`src/rtl/issue_dispatch_unit.sv`:
```
`default_nettype none
// ============================================================================
//  Module      : issue_dispatch_unit
//  Description : Tomasulo issue front end. An in-order instruction queue feeds
//                a decoder. The decoder dispatches the head instruction to one
//                of NUM_RS reservation-station classes, drops unsupported ops,
//                and counts cycles blocked by a full station.
//  Revision    : 1.0 - initial release
// ============================================================================
module issue_dispatch_unit #(
    parameter int NUM_RS      = 3,
    parameter int QUEUE_DEPTH = 4,
    parameter int INSTR_W     = 32,
    parameter int SEL_W       = (NUM_RS > 1) ? $clog2(NUM_RS) : 1
) (
    input  logic                clk,
    input  logic                rst,
    input  logic [INSTR_W-1:0]  instrIn,
    input  logic                instrValid,
    output logic                instrReady,
    input  logic                flush,
    input  logic [NUM_RS-1:0]   isFull,
    output logic                issueValid,
    output logic [INSTR_W-1:0]  issueInstr,
    output logic [1:0]          ALUop,
    output logic [SEL_W-1:0]    ALUSel,
    output logic [NUM_RS-1:0]   ResStationEN,
    output logic                RegDst,
    output logic                vkSrc,
    output logic                illegal,
    output logic [15:0]         stallCount
);
    localparam int               c_PTR_W  = $clog2(QUEUE_DEPTH);
    localparam logic [c_PTR_W:0] c_DEPTH  = (c_PTR_W + 1)'(QUEUE_DEPTH);
    localparam logic [3:0]       c_NUM_RS = 4'(NUM_RS);

    typedef enum logic [1:0] {
        S_EMPTY = 2'd0,
        S_RUN   = 2'd1,
        S_STALL = 2'd2
    } state_t;

    logic [INSTR_W-1:0] r_mem [QUEUE_DEPTH];
    logic [c_PTR_W-1:0] r_head;
    logic [c_PTR_W-1:0] r_tail;
    logic [c_PTR_W:0]   r_count;
    logic [c_PTR_W:0]   w_count_next;
    state_t             r_state;
    state_t             w_state_next;

    logic               r_issue_valid;
    logic [INSTR_W-1:0] r_issue_instr;
    logic [1:0]         r_aluop;
    logic [SEL_W-1:0]   r_alusel;
    logic [NUM_RS-1:0]  r_rsen;
    logic               r_regdst;
    logic               r_vksrc;
    logic               r_illegal;
    logic [15:0]        r_stall;

    logic [INSTR_W-1:0] w_head;
    logic [5:0]         w_op;
    logic [5:0]         w_func;
    logic               w_known;
    logic               w_legal;
    logic [2:0]         w_cls;
    logic [1:0]         w_aluop;
    logic [NUM_RS-1:0]  w_onehot;
    logic               w_target_full;
    logic               w_head_valid;
    logic               w_push;
    logic               w_pop;
    logic               w_dispatch;
    logic               w_drop;
    logic               w_blocked;

    assign w_head       = r_mem[r_head];
    assign w_op         = w_head[31:26];
    assign w_func       = w_head[5:0];
    assign w_head_valid = (r_count != '0);
    // No bypass: a full queue refuses input even when the head leaves this cycle.
    assign instrReady   = (r_count < c_DEPTH);

    // Decode the head instruction into class and ALU operation.
    always_comb begin
        w_known = 1'b1;
        w_cls   = 3'd0;
        w_aluop = 2'd0;
        if (w_op == 6'h00) begin
            case (w_func)
                6'h20:   w_aluop = 2'd0;
                6'h22:   w_aluop = 2'd1;
                6'h24:   w_aluop = 2'd2;
                6'h25:   w_aluop = 2'd3;
                6'h19:   w_cls   = 3'd1;
                6'h1B:   w_cls   = 3'd2;
                default: w_known = 1'b0;
            endcase
        end else if (w_op == 6'h08) begin
            w_aluop = 2'd0;
        end else if (w_op == 6'h0D) begin
            w_aluop = 2'd3;
        end else begin
            w_known = 1'b0;
        end
    end

    // Select the full flag and write-enable bit of the decoded class.
    always_comb begin
        w_target_full = 1'b0;
        w_onehot      = '0;
        for (int i = 0; i < NUM_RS; i++) begin
            if ({1'b0, w_cls} == 4'(i)) begin
                w_target_full = isFull[i];
                w_onehot[i]   = 1'b1;
            end
        end
    end

    // A class index beyond the configured stations is treated as unsupported.
    assign w_legal    = w_known & ({1'b0, w_cls} < c_NUM_RS);
    assign w_dispatch = w_head_valid & ~flush & w_legal & ~w_target_full;
    assign w_drop     = w_head_valid & ~flush & ~w_legal;
    assign w_blocked  = w_head_valid & ~flush & w_legal & w_target_full;
    assign w_pop      = w_dispatch | w_drop;
    assign w_push     = instrValid & instrReady & ~flush;

    // Next occupancy; flush empties the queue outright.
    always_comb begin
        w_count_next = r_count;
        if (flush) begin
            w_count_next = '0;
        end else if (w_push && !w_pop) begin
            w_count_next = r_count + 1'b1;
        end else if (!w_push && w_pop) begin
            w_count_next = r_count - 1'b1;
        end
    end

    // Queue-state tracking: empty, running, or blocked on a full station.
    always_comb begin
        w_state_next = r_state;
        case (r_state)
            S_EMPTY: if (w_push)     w_state_next = S_RUN;
            S_RUN:   if (w_blocked)  w_state_next = S_STALL;
            S_STALL: if (!w_blocked) w_state_next = S_RUN;
            default:                 w_state_next = S_EMPTY;
        endcase
        if (flush || (w_count_next == '0)) begin
            w_state_next = S_EMPTY;
        end
    end

    // Queue storage is written at the tail on every accepted push.
    always_ff @(posedge clk) begin
        if (w_push) begin
            r_mem[r_tail] <= instrIn;
        end
    end

    // Pointers, occupancy and state register.
    always_ff @(posedge clk or posedge rst) begin
        if (rst) begin
            r_head  <= '0;
            r_tail  <= '0;
            r_count <= '0;
            r_state <= S_EMPTY;
        end else begin
            r_count <= w_count_next;
            r_state <= w_state_next;
            if (flush) begin
                r_head <= '0;
                r_tail <= '0;
            end else begin
                if (w_pop)  r_head <= r_head + 1'b1;
                if (w_push) r_tail <= r_tail + 1'b1;
            end
        end
    end

    // Registered issue fields; valid/enable/illegal pulse, the rest hold.
    always_ff @(posedge clk or posedge rst) begin
        if (rst) begin
            r_issue_valid <= 1'b0;
            r_issue_instr <= '0;
            r_aluop       <= '0;
            r_alusel      <= '0;
            r_rsen        <= '0;
            r_regdst      <= 1'b0;
            r_vksrc       <= 1'b0;
            r_illegal     <= 1'b0;
            r_stall       <= '0;
        end else begin
            r_issue_valid <= w_dispatch;
            r_rsen        <= w_dispatch ? w_onehot : '0;
            r_illegal     <= w_drop;
            if (w_dispatch) begin
                r_issue_instr <= w_head;
                r_aluop       <= w_aluop;
                r_alusel      <= w_cls[SEL_W-1:0];
                r_regdst      <= (w_op == 6'h00);
                r_vksrc       <= (w_op == 6'h00);
            end
            if (w_blocked && (r_stall != 16'hFFFF)) begin
                r_stall <= r_stall + 1'b1;
            end
        end
    end

    assign issueValid   = r_issue_valid;
    assign issueInstr   = r_issue_instr;
    assign ALUop        = r_aluop;
    assign ALUSel       = r_alusel;
    assign ResStationEN = r_rsen;
    assign RegDst       = r_regdst;
    assign vkSrc        = r_vksrc;
    assign illegal      = r_illegal;
    assign stallCount   = r_stall;

endmodule
`default_nettype wire
```
`config.mk`:
```
export PLATFORM = sky130hd
export DESIGN_NAME = issue_dispatch_unit
export DESIGN_NICKNAME = d
export VERILOG_FILES = /design/src/rtl/issue_dispatch_unit.sv
export SDC_FILE = /design/constraint.sdc
export NUM_CORES = 1
export LEC_CHECK = 0
export ABC_AREA = 1
export BUFFER_PORTS_ARGS = -buffer_cell sky130_fd_sc_hd__buf_2
export CORE_AREA = 2 2 132 185
export CTS_CLUSTER_DIAMETER = 150
export DETAILED_ROUTE_END_ITERATION = 12
export DIE_AREA = 0 0 134 187
export GPL_TIMING_DRIVEN = 0
export HOLD_SLACK_MARGIN = 0.1
export PLACE_DENSITY = 0.5
export SYNTH_ARGS = -nofsm -noshare
export SYNTH_HDL_FRONTEND = slang
export SYNTH_SLANG_ARGS = --single-unit
```
`constraint.sdc`:
```
create_clock -name clk -period 3.1 [get_ports clk]
set_clock_uncertainty 0.1 [all_clocks]
set_input_delay 0.155 -clock clk [delete_from_list [all_inputs] [get_ports clk]]
set_output_delay 0.155 -clock clk [all_outputs]
set_load 0.005 [all_outputs]
```
==> flow_summary.ini, run 1 <==
[die]
io-pin-count = 99
die_h_um = 187
num_rows = 67
die_area_sq_um = 25100
start_util = 0.341
die_w_um = 134
core_sq_um = 23600

[cells_and_area]
nFillCells = 2241
area_growth_pct = 25.5
layout-drive-gt1-share = 0.208
fin_util = 0.428
finalNetCount = 938
antenna_cells = 0

[critical_path]
crit_arrival_ns = 3.10
worstSetupStartpoint = r_head[0]$_DFFE_PP0P_
endpoint = r_count[2]$_DFFE_PP0P_
r2r-start = r_head[0]$_DFFE_PP0P_
r2r.worst_path.cells = 20
endpoint_kind = register
ff2ff_setup_slack_ns = 0.24
reg2reg_to = r_count[2]$_DFFE_PP0P_
cp-start-kind = register
crit_required_ns = 3.34
crit_type = reg -> reg
crit_fanout = 10

[synthesis]
async_reset_ff_frac = 0.337
ys_seq_area_frac = 0.681
yosysTopAreaCell = edfxtp_1
syn_area_sq_um = 8030
netlist_top_cells_area = edfxtp_1 (48%), dfrtp_1 (20%), nand2_1 (10%), nor2_1 (3.1%), o21ai_0 (3.1%)
syn_inst = 735
synth_edf_count = 128
postSynthAreaPerCell_sq_um = 10.9
synth_top_area_frac = 0.479
ys_ff_latch = 193
yosysMostFrequentCell = nand2_1
synth_cell_types = 32
synth_fp_nets = 780
synthFlopType = edfxtp_1
synthTopCellsByCount = nand2_1 (219), edfxtp_1 (128), nor2_1 (67)
yosys_warnings = 0

[cts]
post-cts-setup-buffers = 0
cts_buffer_depth = 2
insertion_delay_ns = 0.44
path_clk_slew_ns = 0.08
cts_tree = built
cts_buffers = 17
clockRootBuffer = clkbuf_16
cts_max_level = 4
cts.sinks = 193

[grt]
grt_max_degree = 55
grtUsageTotal = 0.166
grt_first_pass_wirelength_um = 31400
grt_pass1_vias = 5774
antenna_found_initial = 0
grt.overflow.total = 0

[drt]
viasPerCell = 4.65
wl_per_cell_um = 16.5
firstDrtPassIters = 4
ant_nets = 0
vias = 5658
wirelength_um = 20000
dr.first_iter.drc_count = 232
drc = 0

[placement]
gp_congestion = 0.790
port_buffers = 98
hpwl_um = 13200

[timing]
relSlewSlack = 0.548
period_minus_slack_ns = 2.86
finalCritPeriodShare = 0.922
max_freq_ghz = 0.350
fin_setup_tns_ns = 0
rsz0062_at_grt = no
worst_slew_pin_slew_ns = 0.677
setup_viol = 0
whs_ns = 0.177
hold_violations = 0
slew_viol_final = 0

[run]
max_cap_violations = 0

[hold_path]
hp-class = in -> reg

[pwr]
leakage_nw = 4.29
power.density_nw_per_um2 = 757
peakVddDrop_v = 0.000403

[run_status]
status = completed
placed cells by master, fill, tap and decap left out, drive strengths merged, types with 4 or more instances in the layout:
master / n
nor4: 4
o21ai: 68
buf: 120
inv: 56
nor2: 71
nand2: 224
xor2: 7
xnor2: 8
dfrtp: 65
clkbuf: 30
a21oi: 7
nand3: 31
o22ai: 22
nor3: 4
edfxtp: 128
dlygate4sd3: 36
ha: 5
critical path, cell delays in order (launching register included):
cell,delay (ns)
dfrtp_1,0.38
buf_6,0.14
buf_4,0.17
nand2_1,0.06
nand3_1,0.07
nand2_1,0.17
nand2_1,0.11
inv_1,0.09
nand2_1,0.09
nor2_4,0.11
nand2_1,0.06
nand2_1,0.07
nand2_2,0.09
inv_2,0.10
o21ai_4,0.08
nand2_4,0.12
inv_1,0.05
fa_1,0.37
nand3b_1,0.17
nand3_1,0.09
nand2_1,0.05
final cells by class:
class	instances	area (sq um)	area share
buffer	30	205	0.0204
clock inverter	15	193	0.0191
multi-input combinational	463	2240	0.222
timing repair buffer	139	966	0.0958
tap	310	388	0.0385
inverter	49	194	0.0192
sequential	193	5470	0.543
clock buffer	17	425	0.0422
how the worst min path moves through the flow:
stage | startpoint | end | slack [ns] | depth (start not counted)
5_1_grt | isFull[0] | issueInstr[0]$_DFFE_PP0N_ | 0.24 | 6
6_report | isFull[0] | issueInstr[0]$_DFFE_PP0N_ | 0.18 | 6
3_3_place_gp | instrIn[1] | r_mem[3][1]$_DFFE_PP_ | 0.27 | 1
2_1_floorplan | instrIn[0] | r_mem[0][0]$_DFFE_PP_ | 0.15 | 0
4_1_cts | isFull[0] | issueInstr[0]$_DFFE_PP0N_ | 0.16 | 6
3_5_place_dp | rst | stallCount[8]$_DFFE_PP0P_ | -0.01 | 2
registers in the layout, indices dropped and copies added, names as in the netlist, 2 cells and up:
register,flops
ALUop,2
r_tail,2
r_count,3
issueInstr,32
ALUSel,2
r_mem,128
r_head,2
ResStationEN,3
stallCount,16
metrics by stage:
stage          instance area (sq um)  worst slack [ns]  power (W)  instances
3_3_place_gp                    8910             -1.31    0.00529       1143
3_5_place_dp                    9060             0.113    0.00536       1148
4_1_cts                        10000            0.0940    0.00767       1216
6_report                       10100             0.242    0.00763       1216
2_1_floorplan                   8030             0.313    0.00455        735
5_1_grt                        10100           0.00444    0.00808       1216
repair_timing:
item / CTS / global route
setup endpoints to repair: 0 / 2
hold endpoints to repair: 201 / 0
hold buffers: 36 / 0
gates resized for setup: 0 / 12
kinds of logic (layout without fill, tap and decap cells):
kind of cell | count (synthesis) | after routing | share of synthesized area
adders and majority gates | 6 | 6 | 0.0103
buffers and inverters | 79 | 250 | 0.0491
AOI/OAI and AO/OA | 103 | 103 | 0.0726
xor gates and xnor gates | 15 | 15 | 0.0164
and+or+nand+nor | 339 | 339 | 0.171
DFF | 193 | 193 | 0.681
per-layer routing:
layer,up-vias,global-route usage,routed length [um]
met5,-,0,0
met4,0,0.0638,345
met3,18,0.0325,643
met2,103,0.292,10400
met1,2749,0.199,8680
li1,2788,-,-
where the power goes:
part           switching [W]  internal (W)  total, W  leakage (nW)
combinational        0.00128      0.000751   0.00203          1.99
clock                0.00105       0.00123   0.00228         0.292
sequential          0.000195       0.00313   0.00332          2.01
Note: power is estimated with default switching activity, not from simulation.
==> run 2: changes to the inputs <==
--- a/config.mk
+++ b/config.mk
@@ -6,7 +6,7 @@
 export NUM_CORES = 1
 export LEC_CHECK = 0
 export ABC_AREA = 1
-export BUFFER_PORTS_ARGS = -buffer_cell sky130_fd_sc_hd__buf_2
+export BUFFER_PORTS_ARGS = -buffer_cell sky130_fd_sc_hd__clkbuf_2
 export CORE_AREA = 2 2 132 185
 export CTS_CLUSTER_DIAMETER = 150
 export DETAILED_ROUTE_END_ITERATION = 12
==> run 2 against run 1 <==
Maximum frequency is 0.19% higher. Wire length is 1.2% lower. Combinational power hardly changed. Sequential power hardly changed. Cell count is 0.33% higher. Final area is 0.14% lower. Critical path type unchanged. Largest cell class unchanged.
==> flow_summary.ini, run 2 (synthesis gave the netlist of run 1 again) <==
[critical_path]
critPathSlowestCell = fa_1
ff2ff_setup_slack_ns = 0.25
crit_top_cell = nand2_1
crit_fanout = 10
crit_required_ns = 3.37
path_buf_inv = 5
r2r.worst_path.cells = 19
endpoint_kind = register
crit_chain = buf_4, inv_4, buf_6, nand3_1, nand2_1, nand2_1, nor2_2, nand2_1, inv_1, nor2_1, nand2_1, nand2_1, o21ai_2, nand2_2, inv_1, fa_1, nor2_1, nand2_1, o21ai_1
max_stage_delay_ns = 0.40
crit_type = reg -> reg
critical_path.top_delay_family = simple AND/OR/NAND/NOR gates
cp-start-kind = register
reg2reg_to = r_count[1]$_DFFE_PP0P_
crit_arrival_ns = 3.13
r2r-start = r_head[1]$_DFFE_PP0P_

[timing]
setup_viol = 0
slew_viol_final = 0
finalCritPeriodShare = 0.920
period_minus_slack_ns = 2.85
max_freq_ghz = 0.350
fin_setup_tns_ns = 0
worst_slew_pin_slew_ns = 0.660
relSlewSlack = 0.560
hold_violations = 0

[grt]
grt.overflow.total = 0
grt_max_degree = 63
use_met2 = 0.291
grt_pass1_vias = 5693
grtUsageTotal = 0.166
grt_first_pass_wirelength_um = 31300
grtUsageMet1 = 0.202
grtUsageMet3 = 0.0322
grt-busiest-layer = met2
antenna_found_initial = 0

[hold_path]
hold_start = isFull[0]
whs_endpoint = r_count[2]$_DFFE_PP0P_
whs_path_depth = 7
hp-class = in -> reg

[pwr]
peakVddDrop_v = 0.000461
pwr-share-seq = 0.446
internal_power_w = 0.00496
p_switching_w = 0.00252
comb_power_share = 0.272
clockPowerShare = 0.283
leakage_nw = 4.26
power.density_nw_per_um2 = 742
switching_share = 0.337

[die]
core_sq_um = 23600
die_w_um = 134
start_util = 0.341
io-pin-count = 99
die_h_um = 187
die_area_sq_um = 25100
num_rows = 67

[cts]
path_clk_slew_ns = 0.08
cts_buffer_depth = 2
cts.sinks = 193
cts_max_level = 4
cts_tree = built
cts_buffers = 17
clockRootBuffer = clkbuf_16
insertion_delay_ns = 0.45

[placement]
hpwl_um = 13200
placed_area_sq_um = 9060
port_buffers = 98
gp_congestion = 0.782

[run_status]
status = completed

[drt]
firstDrtPassIters = 5
wirelength_um = 19800
viasPerCell = 4.65
drc = 0
vias = 5675
wl_per_cell_um = 16.2
dr.first_iter.drc_count = 283
ant_nets = 0

[cells_and_area]
mostFrequentLayoutCell = nand2_1
final_cell_mix = nand2_1 (216), edfxtp_1 (128), clkbuf_2 (98)
top_register = r_mem
area_growth_pct = 25.4
nFillCells = 2228
largest_reg_flops = 128
layout-drive-gt1-share = 0.212
antenna_cells = 0
design_area_sq_um = 10100
finalNetCount = 942

[run]
max_cap_violations = 0
run 2: area by class of cell:
type / count / area, sq um / area share
Timing Repair Buffer: 143 / 1000 / 0.0994
Inverter: 49 / 196 / 0.0195
Tap cell: 310 / 388 / 0.0385
Buffer: 30 / 206 / 0.0205
Clock buffer: 17 / 425 / 0.0423
Sequential cell: 193 / 5470 / 0.543
Clock inverter: 15 / 145 / 0.0144
Multi-Input combinational cell: 463 / 2240 / 0.222
run 2: tightest hold or removal path, stage by stage:
cell      delay, ns
clkbuf_2       0.08
nand2_1        0.07
nand2_2        0.09
inv_2          0.09
o21ai_2        0.08
nand3_1        0.07
nand2_1        0.05
run 2: how the worst max path moves through the flow:
stage                           start  cells after the start                      to  slack (ns)
2_1_floorplan  r_count[2]$_DFFE_PP0P_                      3   r_mem[0][0]$_DFFE_PP_        0.31
3_3_place_gp   r_count[2]$_DFFE_PP0P_                      3   r_mem[3][4]$_DFFE_PP_       -1.31
3_5_place_dp    r_head[1]$_DFFE_PP0P_                     19  r_count[1]$_DFFE_PP0P_        0.12
4_1_cts         r_head[1]$_DFFE_PP0P_                     19  r_count[1]$_DFFE_PP0P_        0.10
5_1_grt         r_head[0]$_DFFE_PP0P_                     20  r_count[2]$_DFFE_PP0P_      -0.003
6_report        r_head[1]$_DFFE_PP0P_                     19  r_count[1]$_DFFE_PP0P_        0.25
run 2: through the flow:
stage          power [W]  std cells  hold WS (ns)   util  setup WS [ns]
4_1_cts          0.00751       1218         0.161  0.425          0.101
5_1_grt          0.00794       1220         0.219  0.427       -0.00304
3_5_place_dp     0.00536       1148       -0.0701  0.385          0.120
6_report         0.00747       1220         0.177  0.427          0.247
2_1_floorplan    0.00455        735         0.154      -          0.313
3_3_place_gp     0.00530       1143         0.276  0.378          -1.31
run 2: what timing repair did:
item | in CTS | in global routing
resized for setup | 0 | 15
hold endpoints to repair | 201 | 0
hold buffers | 38 | 0
setup buffers | 0 | 2
endpoints found under the setup margin | 0 | 2
run 2: layer usage:
| metal | routed length [um] | vias up |
|---|---|---|
| met5 | 0 | - |
| met4 | 354 | 0 |
| met3 | 829 | 23 |
| met2 | 10200 | 133 |
| met1 | 8400 | 2721 |
| li1 | - | 2798 |
run 2: power groups by stage:
stage,logic [W],registers (W),clock network (W)
6_report,0.00203,0.00333,0.00211
3_3_place_gp,0.00191,0.00339,0
2_1_floorplan,0.00118,0.00337,0
5_1_grt,0.00231,0.00337,0.00226
3_5_place_dp,0.00197,0.00339,0
4_1_cts,0.00202,0.00334,0.00216
==> run 3: changes to the inputs <==
--- a/config.mk
+++ b/config.mk
@@ -11,7 +11,6 @@
 export CTS_CLUSTER_DIAMETER = 150
 export DETAILED_ROUTE_END_ITERATION = 12
 export DIE_AREA = 0 0 134 187
-export GPL_TIMING_DRIVEN = 0
 export HOLD_SLACK_MARGIN = 0.1
 export PLACE_DENSITY = 0.5
 export SYNTH_ARGS = -nofsm -noshare
==> run 3 against run 2 <==
Sequential share of layout area grew 0.98 points. Clock power up 3%. Global-route usage shrank 1.2 points. Via count is 2.0% lower. Hold slack worse by 0.0021 ns. Largest cell class unchanged. Largest power group unchanged. Highest routed layer unchanged.
==> flow_summary.ini, run 3 (synthesis gave the netlist of run 1 again) <==
[run_status]
status = completed

[run]
max_cap_violations = 0

[critical_path]
cp-start-kind = register
critical_path.top_delay_family = simple AND/OR/NAND/NOR gates
crit_top_cell = nand2_1
critPathSlowestCell = dfrtp_2
max_stage_delay_ns = 0.44
crit_arrival_ns = 3.04
crit_fanout = 22
crit_required_ns = 3.36
r2r.worst_path.cells = 19
crit_cells = 19
crit_type = reg -> reg
crit_chain = inv_4, nand2_1, nand2_1, nand2_1, nand2_1, nand2_1, nor2_2, nand2_1, nand2_1, inv_1, nand2_1, nand2_1, o21ai_1, nand2_2, inv_1, fa_1, nor2_1, nand2_1, o21ai_1
endpoint_kind = register
path_buf_inv = 3

[hold_path]
whs_path_depth = 5
hp-class = in -> reg

[cts]
insertion_delay_ns = 0.43
cts_tree = built
cts.sinks = 193
path_clk_slew_ns = 0.08
clockRootBuffer = clkbuf_16
postCtsResizedCells = 0
cts_max_level = 4
cts_buffer_depth = 2
cts_buffers = 17

[timing]
finalCritPeriodShare = 0.894
relSlewSlack = 0.391
slew_viol_final = 0
max_freq_ghz = 0.361
worst_slew_pin_slew_ns = 0.913
period_minus_slack_ns = 2.77
setup_slack_ns = 0.327
rsz0062_at_grt = no
setup_viol = 0
hold_violations = 0
fin_setup_tns_ns = 0

[cells_and_area]
mostFrequentLayoutCell = nand2_1
layout-drive-gt1-share = 0.197
area_growth_pct = 23.2
finalNetCount = 924
largest_reg_flops = 128
top_register = r_mem
antenna_cells = 0
final_cell_mix = nand2_1 (219), edfxtp_1 (128), clkbuf_2 (98)

[grt]
grt.overflow.total = 0
antenna_found_initial = 0
grtUsageTotal = 0.155
grt_first_pass_wirelength_um = 29500
grt_max_degree = 66
grt_pass1_vias = 5609

[die]
core_sq_um = 23600
die_w_um = 134
io-pin-count = 99
die_area_sq_um = 25100
die_h_um = 187
num_rows = 67
start_util = 0.341

[drt]
wl_per_cell_um = 15.5
vias = 5559
firstDrtPassIters = 5
viasPerCell = 4.62
drc = 0
ant_nets = 0
wirelength_um = 18600
dr.first_iter.drc_count = 228

[placement]
gp_congestion = 0.780
hpwl_um = 12000
place_ws_ns = 0.315
port_buffers = 98

[pwr]
leakage_nw = 4.21
clockPowerShare = 0.296
switching_share = 0.317
internal_power_w = 0.00504
finalPower_w = 0.00737
comb_power_share = 0.253
peakVddDrop_v = 0.000417
power.density_nw_per_um2 = 746
p_switching_w = 0.00234
pwr-share-seq = 0.451
run 3: changes by cell type in the layout (fill, tap and decap cells not counted), moves of 5 or more:
cell,change
buf_6,-7
buf_4,+7
nor2_1,+5
clkbuf_1,-9
run 3: repair_timing:
item / CTS / global route
hold buffers: 37 / 0
buffers inserted: 0 / 0
hold endpoints to repair: 201 / 0
run 3: metrics by stage:
step / cell area [sq um] / utilization / hold WS, ns / cells
5_1_grt: 9890 / 0.420 / 0.204 / 1202
3_5_place_dp: 8940 / 0.379 / 0.278 / 1133
4_1_cts: 9890 / 0.420 / 0.151 / 1202
2_1_floorplan: 8030 / - / 0.154 / 735
3_3_place_gp: 8940 / 0.379 / 0.276 / 1133
6_report: 9890 / 0.420 / 0.175 / 1202
run 3: final timing paths:
kind | slack [ns] | from | endpoint
max in group asynchronous | 1.82 | rst | r_head[0]$_DFFE_PP0P_
setup reg to reg | 0.33 | r_head[0]$_DFFE_PP0P_ | r_count[1]$_DFFE_PP0P_
hold / removal | 0.17 | isFull[0] | issueValid$_DFF_PP0_
setup / recovery | 0.33 | r_head[0]$_DFFE_PP0P_ | r_count[1]$_DFFE_PP0P_
min in group asynchronous | 0.43 | rst | stallCount[11]$_DFFE_PP0P_
hold reg to reg | 0.37 | issueInstr[23]$_DFFE_PP0N_ | issueInstr[23]$_DFFE_PP0N_
run 3: layer usage:
layer / share of wire / GRT usage / up-vias
met5: 0 / 0 / -
met4: 0.014 / 0.0536 / 0
met3: 0.036 / 0.0344 / 14
met2: 0.51 / 0.270 / 119
met1: 0.44 / 0.188 / 2672
li1: - / - / 2754
run 3: layout make-up:
cell class,count,area [sq um]
fillers,2267,13700
flip-flops and latches,193,5470
multi-input cells,463,2200
repair buffers,155,1060
clock buffers,20,437
well taps,310,388
inverters,49,191
clock inverters,12,146
run 3: power groups by stage:
stage / Combinational, W / Sequential, W / Clock [W]
6_report: 0.00186 / 0.00333 / 0.00218
4_1_cts: 0.00190 / 0.00333 / 0.00224
3_3_place_gp: 0.00183 / 0.00339 / 0
3_5_place_dp: 0.00185 / 0.00339 / 0
2_1_floorplan: 0.00118 / 0.00337 / 0
5_1_grt: 0.00212 / 0.00337 / 0.00236
run 3: worst register-to-register path, stage by stage, from the launching register on:
cell and delay [ns]:
dfrtp_2 0.44, inv_4 0.21, nand2_1 0.11, nand2_1 0.08, nand2_1 0.05, nand2_1 0.07
nand2_1 0.07, nor2_2 0.15, nand2_1 0.13, nand2_1 0.10, inv_1 0.04, nand2_1 0.05
nand2_1 0.05, o21ai_1 0.20, nand2_2 0.12, inv_1 0.10, fa_1 0.41, nor2_1 0.10
nand2_1 0.06, o21ai_1 0.07
